==> config.mk <==
export PLATFORM = sky130hd
export DESIGN_NAME = nand_page_program
export DESIGN_NICKNAME = d
export VERILOG_FILES = /design/src/rtl/nand_page_program.sv
export SDC_FILE = /design/constraint.sdc
export NUM_CORES = 1
export LEC_CHECK = 0
export ABC_AREA = 1
export ABC_CLOCK_PERIOD_IN_PS = 2650
export CAP_MARGIN = 20
export CORE_MARGIN = 3
export CORE_UTILIZATION = 40
export DETAILED_ROUTE_END_ITERATION = 6
export GPL_TIMING_DRIVEN = 0
export PLACE_DENSITY_LB_ADDON = 0.25
export REMOVE_ABC_BUFFERS = 1
export SLEW_MARGIN = 20
export SYNTH_ARGS = -nofsm -noshare
export SYNTH_HDL_FRONTEND = slang
export SYNTH_SLANG_ARGS = --single-unit
==> constraint.sdc <==
create_clock -name clk_i -period 2.65 [get_ports clk_i]
set_input_delay 0.265 -clock clk_i [delete_from_list [all_inputs] [get_ports clk_i]]
set_output_delay 0.265 -clock clk_i [all_outputs]
set_load 0.005 [all_outputs]
==> src/rtl/nand_page_program.sv <==
// nand_page_program: runs one ONFI-style page program on the flash pins.
// The sequence is 0x80, five address cycles, N data bytes, 0x10, a wait on
// R/B#, then 0x70 and a status read. Every flash pin comes straight from a
// flop, so the pads never see decode glitches.
module nand_page_program #(
  parameter int unsigned WE_LOW_CYC  = 2,
  parameter int unsigned WE_HIGH_CYC = 2,
  parameter int unsigned TWB_CYC     = 8,
  parameter int unsigned TIMEOUT_CYC = 100000
) (
  input  logic        clk_i,
  input  logic        button_i,
  input  logic        start_i,
  input  logic [15:0] col_addr_i,
  input  logic [23:0] row_addr_i,
  input  logic [12:0] byte_count_i,
  input  logic [7:0]  din_i,
  input  logic        din_valid_i,
  output logic        din_ready_o,
  input  logic        rb_i,
  input  logic [7:0]  io_in_i,
  output logic        ce_o,
  output logic        cle_o,
  output logic        ale_o,
  output logic        we_o,
  output logic        re_o,
  output logic        wp_o,
  output logic [7:0]  io_out_o,
  output logic        io_oe_o,
  output logic        busy_o,
  output logic        done_o,
  output logic        fail_o,
  output logic        timeout_o
);

  localparam int unsigned BUS_CYC  = WE_LOW_CYC + WE_HIGH_CYC;
  localparam int unsigned CYC_W    = $clog2(BUS_CYC + 1);
  localparam int unsigned WAIT_MAX = (TIMEOUT_CYC > TWB_CYC) ? TIMEOUT_CYC : TWB_CYC;
  localparam int unsigned CNT_W    = $clog2(WAIT_MAX + 1);

  localparam logic [CYC_W-1:0] CYC_LAST     = CYC_W'(BUS_CYC - 1);
  localparam logic [CYC_W-1:0] CYC_LOW_LAST = CYC_W'(WE_LOW_CYC - 1);
  localparam logic [CYC_W-1:0] CYC_HIGH     = CYC_W'(WE_LOW_CYC);
  localparam logic [CYC_W-1:0] CYC_ONE      = CYC_W'(1);
  localparam logic [CNT_W-1:0] TWB_LAST     = CNT_W'(TWB_CYC - 1);
  localparam logic [CNT_W-1:0] TO_LAST      = CNT_W'(TIMEOUT_CYC - 1);
  localparam logic [CNT_W-1:0] CNT_ONE      = CNT_W'(1);

  typedef enum logic [3:0] {
    S_IDLE,
    S_CMD1,
    S_ADDR,
    S_DATA,
    S_CMD2,
    S_WAIT_BUSY,
    S_WAIT_READY,
    S_STAT_CMD,
    S_STAT_READ,
    S_FINISH
  } state_e;

  // Sequencer state
  state_e           state_q, state_d;
  logic [CYC_W-1:0] cyc_q, cyc_d;          // phase within the current bus cycle
  logic [2:0]       idx_q, idx_d;          // address cycle index
  logic [12:0]      rem_q, rem_d;          // data bytes still to be accepted
  logic             bus_act_q, bus_act_d;  // a data bus cycle is in flight
  logic [7:0]       dat_q, dat_d;
  logic [15:0]      col_q, col_d;
  logic [23:0]      row_q, row_d;
  logic [CNT_W-1:0] cnt_q, cnt_d;          // tWB / ready timeout counter
  logic             fail_q, fail_d;
  logic             timeout_q, timeout_d;

  // Registered pin values
  logic       ce_q, ce_d;
  logic       cle_q, cle_d;
  logic       ale_q, ale_d;
  logic       we_q, we_d;
  logic       re_q, re_d;
  logic       wp_q, wp_d;
  logic [7:0] io_out_q, io_out_d;
  logic       io_oe_q, io_oe_d;
  logic       din_ready_q, din_ready_d;
  logic       busy_q, busy_d;
  logic       done_q, done_d;

  logic rb_meta_q, rb_sync_q;
  logic bus_last, handshake, strobe_low;

  // Only status bit0 (pass/fail) matters for a page program.
  logic io_in_unused;
  assign io_in_unused = &{1'b0, io_in_i[7:1]};

  function automatic logic [7:0] addr_byte(input logic [2:0]  idx,
                                           input logic [15:0] col,
                                           input logic [23:0] row);
    case (idx)
      3'd0:    addr_byte = col[7:0];
      3'd1:    addr_byte = col[15:8];
      3'd2:    addr_byte = row[7:0];
      3'd3:    addr_byte = row[15:8];
      default: addr_byte = row[23:16];
    endcase
  endfunction

  // Two-flop synchronizer for the asynchronous ready/busy pin.
  // NOTE: sequential state uses non-blocking assignments so every flop samples pre-edge values.
  always_ff @(posedge clk_i or negedge button_i) begin
    if (!button_i) begin
      rb_meta_q <= 1'b1;
      rb_sync_q <= 1'b1;
    end else begin
      rb_meta_q <= rb_i;
      rb_sync_q <= rb_meta_q;
    end
  end

  assign bus_last  = (cyc_q == CYC_LAST);
  assign handshake = din_valid_i && din_ready_q;

  // Next-state logic: walks the command sequence one bus phase at a time.
  // NOTE: every variable gets a default first so no path can infer a latch.
  always_comb begin
    state_d   = state_q;
    cyc_d     = cyc_q;
    idx_d     = idx_q;
    rem_d     = rem_q;
    bus_act_d = bus_act_q;
    dat_d     = dat_q;
    col_d     = col_q;
    row_d     = row_q;
    cnt_d     = cnt_q;
    fail_d    = fail_q;
    timeout_d = timeout_q;

    unique case (state_q)
      S_IDLE: begin
        if (start_i) begin
          col_d     = col_addr_i;
          row_d     = row_addr_i;
          rem_d     = byte_count_i;
          fail_d    = 1'b0;
          timeout_d = 1'b0;
          cyc_d     = '0;
          idx_d     = '0;
          bus_act_d = 1'b0;
          state_d   = S_CMD1;
        end
      end

      S_CMD1: begin
        if (bus_last) begin
          cyc_d   = '0;
          idx_d   = '0;
          state_d = S_ADDR;
        end else begin
          cyc_d = cyc_q + CYC_ONE;
        end
      end

      S_ADDR: begin
        if (bus_last) begin
          cyc_d = '0;
          if (idx_q == 3'd4) begin
            idx_d   = '0;
            state_d = (rem_q == '0) ? S_CMD2 : S_DATA;
          end else begin
            idx_d = idx_q + 3'd1;
          end
        end else begin
          cyc_d = cyc_q + CYC_ONE;
        end
      end

      S_DATA: begin
        if (bus_act_q) begin
          if (bus_last) begin
            cyc_d     = '0;
            bus_act_d = 1'b0;
            if (rem_q == '0) state_d = S_CMD2;
          end else begin
            cyc_d = cyc_q + CYC_ONE;
          end
        end else if (handshake) begin
          // Byte captured now; its write strobe starts next cycle.
          dat_d     = din_i;
          rem_d     = rem_q - 13'd1;
          bus_act_d = 1'b1;
          cyc_d     = '0;
        end
      end

      S_CMD2: begin
        if (bus_last) begin
          cyc_d   = '0;
          cnt_d   = '0;
          state_d = S_WAIT_BUSY;
        end else begin
          cyc_d = cyc_q + CYC_ONE;
        end
      end

      S_WAIT_BUSY: begin
        // The flash may go busy late or finish before we ever see it low.
        if (!rb_sync_q || (cnt_q == TWB_LAST)) begin
          cnt_d   = '0;
          state_d = S_WAIT_READY;
        end else begin
          cnt_d = cnt_q + CNT_ONE;
        end
      end

      S_WAIT_READY: begin
        if (rb_sync_q) begin
          cnt_d   = '0;
          cyc_d   = '0;
          state_d = S_STAT_CMD;
        end else if (cnt_q == TO_LAST) begin
          cnt_d     = '0;
          fail_d    = 1'b1;
          timeout_d = 1'b1;
          state_d   = S_FINISH;
        end else begin
          cnt_d = cnt_q + CNT_ONE;
        end
      end

      S_STAT_CMD: begin
        if (bus_last) begin
          cyc_d   = '0;
          state_d = S_STAT_READ;
        end else begin
          cyc_d = cyc_q + CYC_ONE;
        end
      end

      S_STAT_READ: begin
        // Sample on the last RE-low cycle, when read data has settled longest.
        if (cyc_q == CYC_LOW_LAST) fail_d = io_in_i[0];
        if (bus_last) begin
          cyc_d   = '0;
          state_d = S_FINISH;
        end else begin
          cyc_d = cyc_q + CYC_ONE;
        end
      end

      S_FINISH: begin
        state_d = S_IDLE;
      end

      default: begin
        state_d = S_IDLE;
      end
    endcase
  end

  // Pin decode from the next state, so the pins are registered yet track the state exactly.
  always_comb begin
    ce_d        = 1'b1;
    cle_d       = 1'b0;
    ale_d       = 1'b0;
    we_d        = 1'b1;
    re_d        = 1'b1;
    wp_d        = 1'b0;
    io_out_d    = 8'h00;
    io_oe_d     = 1'b0;
    din_ready_d = 1'b0;
    busy_d      = 1'b0;
    done_d      = 1'b0;
    strobe_low  = (cyc_d < CYC_HIGH);

    if (state_d != S_IDLE) begin
      ce_d   = 1'b0;
      wp_d   = 1'b1;
      busy_d = 1'b1;
    end

    unique case (state_d)
      S_CMD1: begin
        cle_d    = 1'b1;
        io_oe_d  = 1'b1;
        io_out_d = 8'h80;
        we_d     = !strobe_low;
      end
      S_ADDR: begin
        ale_d    = 1'b1;
        io_oe_d  = 1'b1;
        io_out_d = addr_byte(idx_d, col_d, row_d);
        we_d     = !strobe_low;
      end
      S_DATA: begin
        io_oe_d     = 1'b1;
        io_out_d    = dat_d;
        we_d        = bus_act_d ? !strobe_low : 1'b1;
        din_ready_d = !bus_act_d && (rem_d != '0);
      end
      S_CMD2: begin
        cle_d    = 1'b1;
        io_oe_d  = 1'b1;
        io_out_d = 8'h10;
        we_d     = !strobe_low;
      end
      S_STAT_CMD: begin
        cle_d    = 1'b1;
        io_oe_d  = 1'b1;
        io_out_d = 8'h70;
        we_d     = !strobe_low;
      end
      S_STAT_READ: begin
        re_d = !strobe_low;
      end
      S_FINISH: begin
        ce_d   = 1'b1;
        wp_d   = 1'b0;
        done_d = 1'b1;
      end
      default: begin
      end
    endcase
  end

  // State, counters and pin registers.
  always_ff @(posedge clk_i or negedge button_i) begin
    if (!button_i) begin
      state_q     <= S_IDLE;
      cyc_q       <= '0;
      idx_q       <= '0;
      rem_q       <= '0;
      bus_act_q   <= 1'b0;
      dat_q       <= '0;
      col_q       <= '0;
      row_q       <= '0;
      cnt_q       <= '0;
      fail_q      <= 1'b0;
      timeout_q   <= 1'b0;
      ce_q        <= 1'b1;
      cle_q       <= 1'b0;
      ale_q       <= 1'b0;
      we_q        <= 1'b1;
      re_q        <= 1'b1;
      wp_q        <= 1'b0;
      io_out_q    <= '0;
      io_oe_q     <= 1'b0;
      din_ready_q <= 1'b0;
      busy_q      <= 1'b0;
      done_q      <= 1'b0;
    end else begin
      state_q     <= state_d;
      cyc_q       <= cyc_d;
      idx_q       <= idx_d;
      rem_q       <= rem_d;
      bus_act_q   <= bus_act_d;
      dat_q       <= dat_d;
      col_q       <= col_d;
      row_q       <= row_d;
      cnt_q       <= cnt_d;
      fail_q      <= fail_d;
      timeout_q   <= timeout_d;
      ce_q        <= ce_d;
      cle_q       <= cle_d;
      ale_q       <= ale_d;
      we_q        <= we_d;
      re_q        <= re_d;
      wp_q        <= wp_d;
      io_out_q    <= io_out_d;
      io_oe_q     <= io_oe_d;
      din_ready_q <= din_ready_d;
      busy_q      <= busy_d;
      done_q      <= done_d;
    end
  end

  assign ce_o        = ce_q;
  assign cle_o       = cle_q;
  assign ale_o       = ale_q;
  assign we_o        = we_q;
  assign re_o        = re_q;
  assign wp_o        = wp_q;
  assign io_out_o    = io_out_q;
  assign io_oe_o     = io_oe_q;
  assign din_ready_o = din_ready_q;
  assign busy_o      = busy_q;
  assign done_o      = done_q;
  assign fail_o      = fail_q;
  assign timeout_o   = timeout_q;

endmodule

==> results of run 1 <==
## cell usage in the layout, fill, tap and decap left out, types with 3 or more instances in the layout
cell type,count
ha_1,6
clkdlybuf4s50_1,85
nor2_4,6
clkbuf_16,9
dfrtp_1,106
nand3_1,65
nor3_1,8
xor2_1,6
inv_6,3
nand2_1,293
or2_2,3
a21oi_1,32
inv_1,90
and2_1,7
nand4_1,14
nand2_2,3
inv_2,11
nor2_2,8
nor2_1,92
o21ai_0,23
dfstp_2,5
or2_0,6
nand3_2,3
o21ai_1,5
## through the flow
step	util (%)	setup slack [ns]	setup TNS, ns	area, sq um
2_1_floorplan	-	0.417	0	5890
3_3_place_gp	47.9	-3.12	-343.63	6980
3_5_place_dp	48.1	-0.464	-5.95	7010
4_1_cts	50.3	0.0591	0	7330
5_1_grt	50.4	0.0414	0	7360
6_report	50.4	0.248	0	7360
## power groups by stage
stage	Clock (mW)	Sequential, mW	Combinational [mW]
3_3_place_gp	0	2.13	1.12
5_1_grt	1.44	2.13	1.32
4_1_cts	1.37	2.10	1.15
3_5_place_dp	0	2.12	1.14
2_1_floorplan	0	2.09	0.675
6_report	1.34	2.10	1.16
## how the worst max path moves through the flow
stage | end | slack (ns) | cells past startpoint
global placement | row_q[11] | -3.12 | 1
floorplan | io_out_o[7] | 0.42 | 11
detailed placement | io_out_o[5] | -0.46 | 12
finish | io_out_o[7] | 0.25 | 12
CTS | io_out_o[7] | 0.06 | 13
global route | din_ready_o | 0.04 | 10
## worst reg2reg max path, delay by kind of cell, from the launching register on
| family | cells | cell delay, ns |
|---|---|---|
| flops | 1 | 0.45 |
| buf+inv | 1 | 0.18 |
| simple gates | 10 | 1.58 |
| compound gates | 1 | 0.07 |
## registers in the layout, summed over array words and instances (netlist names), 3 cells and up
| name | cells |
|---|---|
| rem_q | 13 |
| idx_q | 3 |
| cyc_q | 3 |
| row_q | 24 |
| state_q | 4 |
| cnt_q | 17 |
| col_q | 16 |
| dat_q | 8 |
| io_out_o | 8 |
## final cells by class
type	instances	area, sq um	share of cell area [%]
flip-flops and latches	111	2780	37.8
inverters	103	395	5.38
clock buffers	9	225	3.06
well taps	184	230	3.13
clock inverters	7	61.3	0.833
repair buffers	88	900	12.2
multi-input cells	599	2760	37.5
## metal layers
| layer | GRT usage (%) | wire length (um) |
|---|---|---|
| met2 | 30.0 | 6930 |
| met1 | 26.9 | 7250 |
| met3 | 3.13 | 648 |
| met4 | 5.74 | 192 |
| met5 | 0 | 0 |
## repair_timing
item,CTS,global route
pin swaps,1,0
hold buffers,1,0
endpoints found under the hold margin,40,0
cloned,2,0
setup endpoints to repair,18,8
resized for setup,2,6
## logic make-up (layout without fill, tap and decap cells)
logic type,after synthesis,count (layout),synth area share [%]
fa+ha+maj,6,6,1.26
compound gates,74,74,6.80
simple gates,511,513,36.7
xor+xnor,6,6,0.881
flops,111,111,46.7
buf+inv,119,207,7.74
==> summary.txt, run 1 <==
Place
  • IO buf count: 86
  • GPL Wtd Cong: 0.880
  • Post-detail-place hpwl: roughly 11,000 um
  • Inst Count DP: 1,082

Yosys
  • Share of the synthesized area in the top cell type: 44.5%
  • Synth area leaders: dfrtp_1 44%, nand2_1 18%, nor2_1 5.9%
  • Cell taking the most area after synthesis: dfrtp_1
  • Ys async rst share: 100%
  • Number of synthesized flops with an enable pin: 0
  • Number of synthesized register bits: 111
  • Top post-synthesis cells by count: 294 x nand2_1, 106 x dfrtp_1, 93 x nor2_1
  • Post-synthesis cell area: 5970 sq um
  • Yosys cell types: 40
  • Post-synth top flop: dfrtp_1
  • Cell with the most instances after synthesis: nand2_1
  • Sequential fraction of the synthesis area: a little under half
  • Yosys warnings: 0
  • Syn Area/Cell: 7.21 sq um
  • Cells after synthesis: 827

Power and ir drop
  • Sw Share: 32.6%
  • P_leak: ~3.7 nW
  • Internal: 3.10 mW
  • Pwr dens: around 620 nW/um^2
  • Comb pwr share: between 20% and 30%
  • Max VDD drop: roughly 0.00033 V
  • Reg power frac: 45.7%
  • Tot Pwr: 4.59 mW
  • Clk pwr share: around 29%
  • NetSw: 1.50 mW

Worst hold path
  • Worst hold start: rb_i
  • Hold depth: 1
  • Worst Hold Endpoint: rb_meta_q
  • Hold/Removal Path Class: in2reg

Route
  • Starting DRT DRC Count: ~320
  • WL final: 15,000 um
  • Drt first pass iters: 7
  • Total number of vias: 5,378
  • DR vias/cell: 4.88
  • Detail Route Antenna Nets: 0
  • DRC Markers: 0
  • Avg WL per Cell: 13.6 um

Die
  • Full die area: 16,400 sq um
  • # IOs: 94
  • Die width: between 100 and 150 um
  • Core area: 14,600 sq um
  • Initial Util: 40.9%
  • # rows: 44
  • Die span in y: approximately 130 um

Setup path
  • WP buf/inv: 1
  • Crit path kind: reg2reg
  • Worst setup EP type: register
  • Largest fanout on the critical path: 41
  • Critical R2R Launch: state_q[1]
  • Flop2flop setup slack: 0.25 ns
  • Worst setup SP type: register
  • Critical path's most frequent cell: nand2_1
  • Critical Path RT: approximately 2.9 ns
  • Critical Path Start: state_q[1]
  • CP arrival: 2.64 ns
  • Crit-path cells: nor2_4 -> nand2_4 -> nor2_8 -> inv_6 -> nand2_1 -> nor2_1 -> nand3_1 -> nor2_2 -> nand2_1 -> a21oi_1 -> nand2_1 -> nand2_1
  • Crit-path slowest cell: dfrtp_1
  • Reg2Reg Depth: 12
  • CP peak stage delay: 0.45 ns
  • Crit path max-delay family: simple AND/OR/NAND/NOR gates
  • Reg2reg end: io_out_o[7]

Global routing
  • Overflow after GRT: 0
  • Vias in the first global route: approximately 5,000
  • Global-route wire length before repair: 25,100 um
  • Largest net degree at the start of global routing: 68
  • Antenna violations before repair: 0
  • Tot GR Track Use: 19.0%

Clock tree
  • CTS H-tree lvls: 3
  • Clock sinks: about 110
  • Skew-Pair Late Insertion Delay: 0.36 ns
  • Post-CTS setup buffers: 0
  • Reg clk slew, reported paths: roughly 0.070 ns
  • Root buffer cell: clkbuf_16
  • CTS max path bufs: 2
  • CTS tree: built
  • Cts bufs inserted: 9

Layout
  • Area growth syn-to-layout: 23.3%
  • Fillcell total: 1,446
  • NumNets Final: 992
  • ANT cells: 0
  • Share of post-route cells with drive strength above 1: 6.87%
  • Post-Layout Cell Count: 1,101

Flow run
  • Max Cap Viol: 0

STA
  • Slew @ Worst Pin: 0.729 ns
  • WHS: 0.311 ns
  • RSZ-0062 raised after global routing: false
  • Tcrit/Tclk final: 90.6%
  • Pins Over Slew Limit: 0
  • Worst slew margin: roughly half
  • Clock Skew: 0.0103 ns
  • Minimum clock period: approximately 2.4 ns
  • Final setup fails: 0
  • Final Hold Fails: 0
  • Fmax: about 0.42 GHz

Status
  • Status: complete, no violations
Power figures use the tool's default switching activity.
==> run 2, diff against run 1 <==
Settings changed: SLEW_MARGIN 20 to not set.
==> results of run 2 <==
The final DEF is identical to that of run 1; final timing and power are the same.
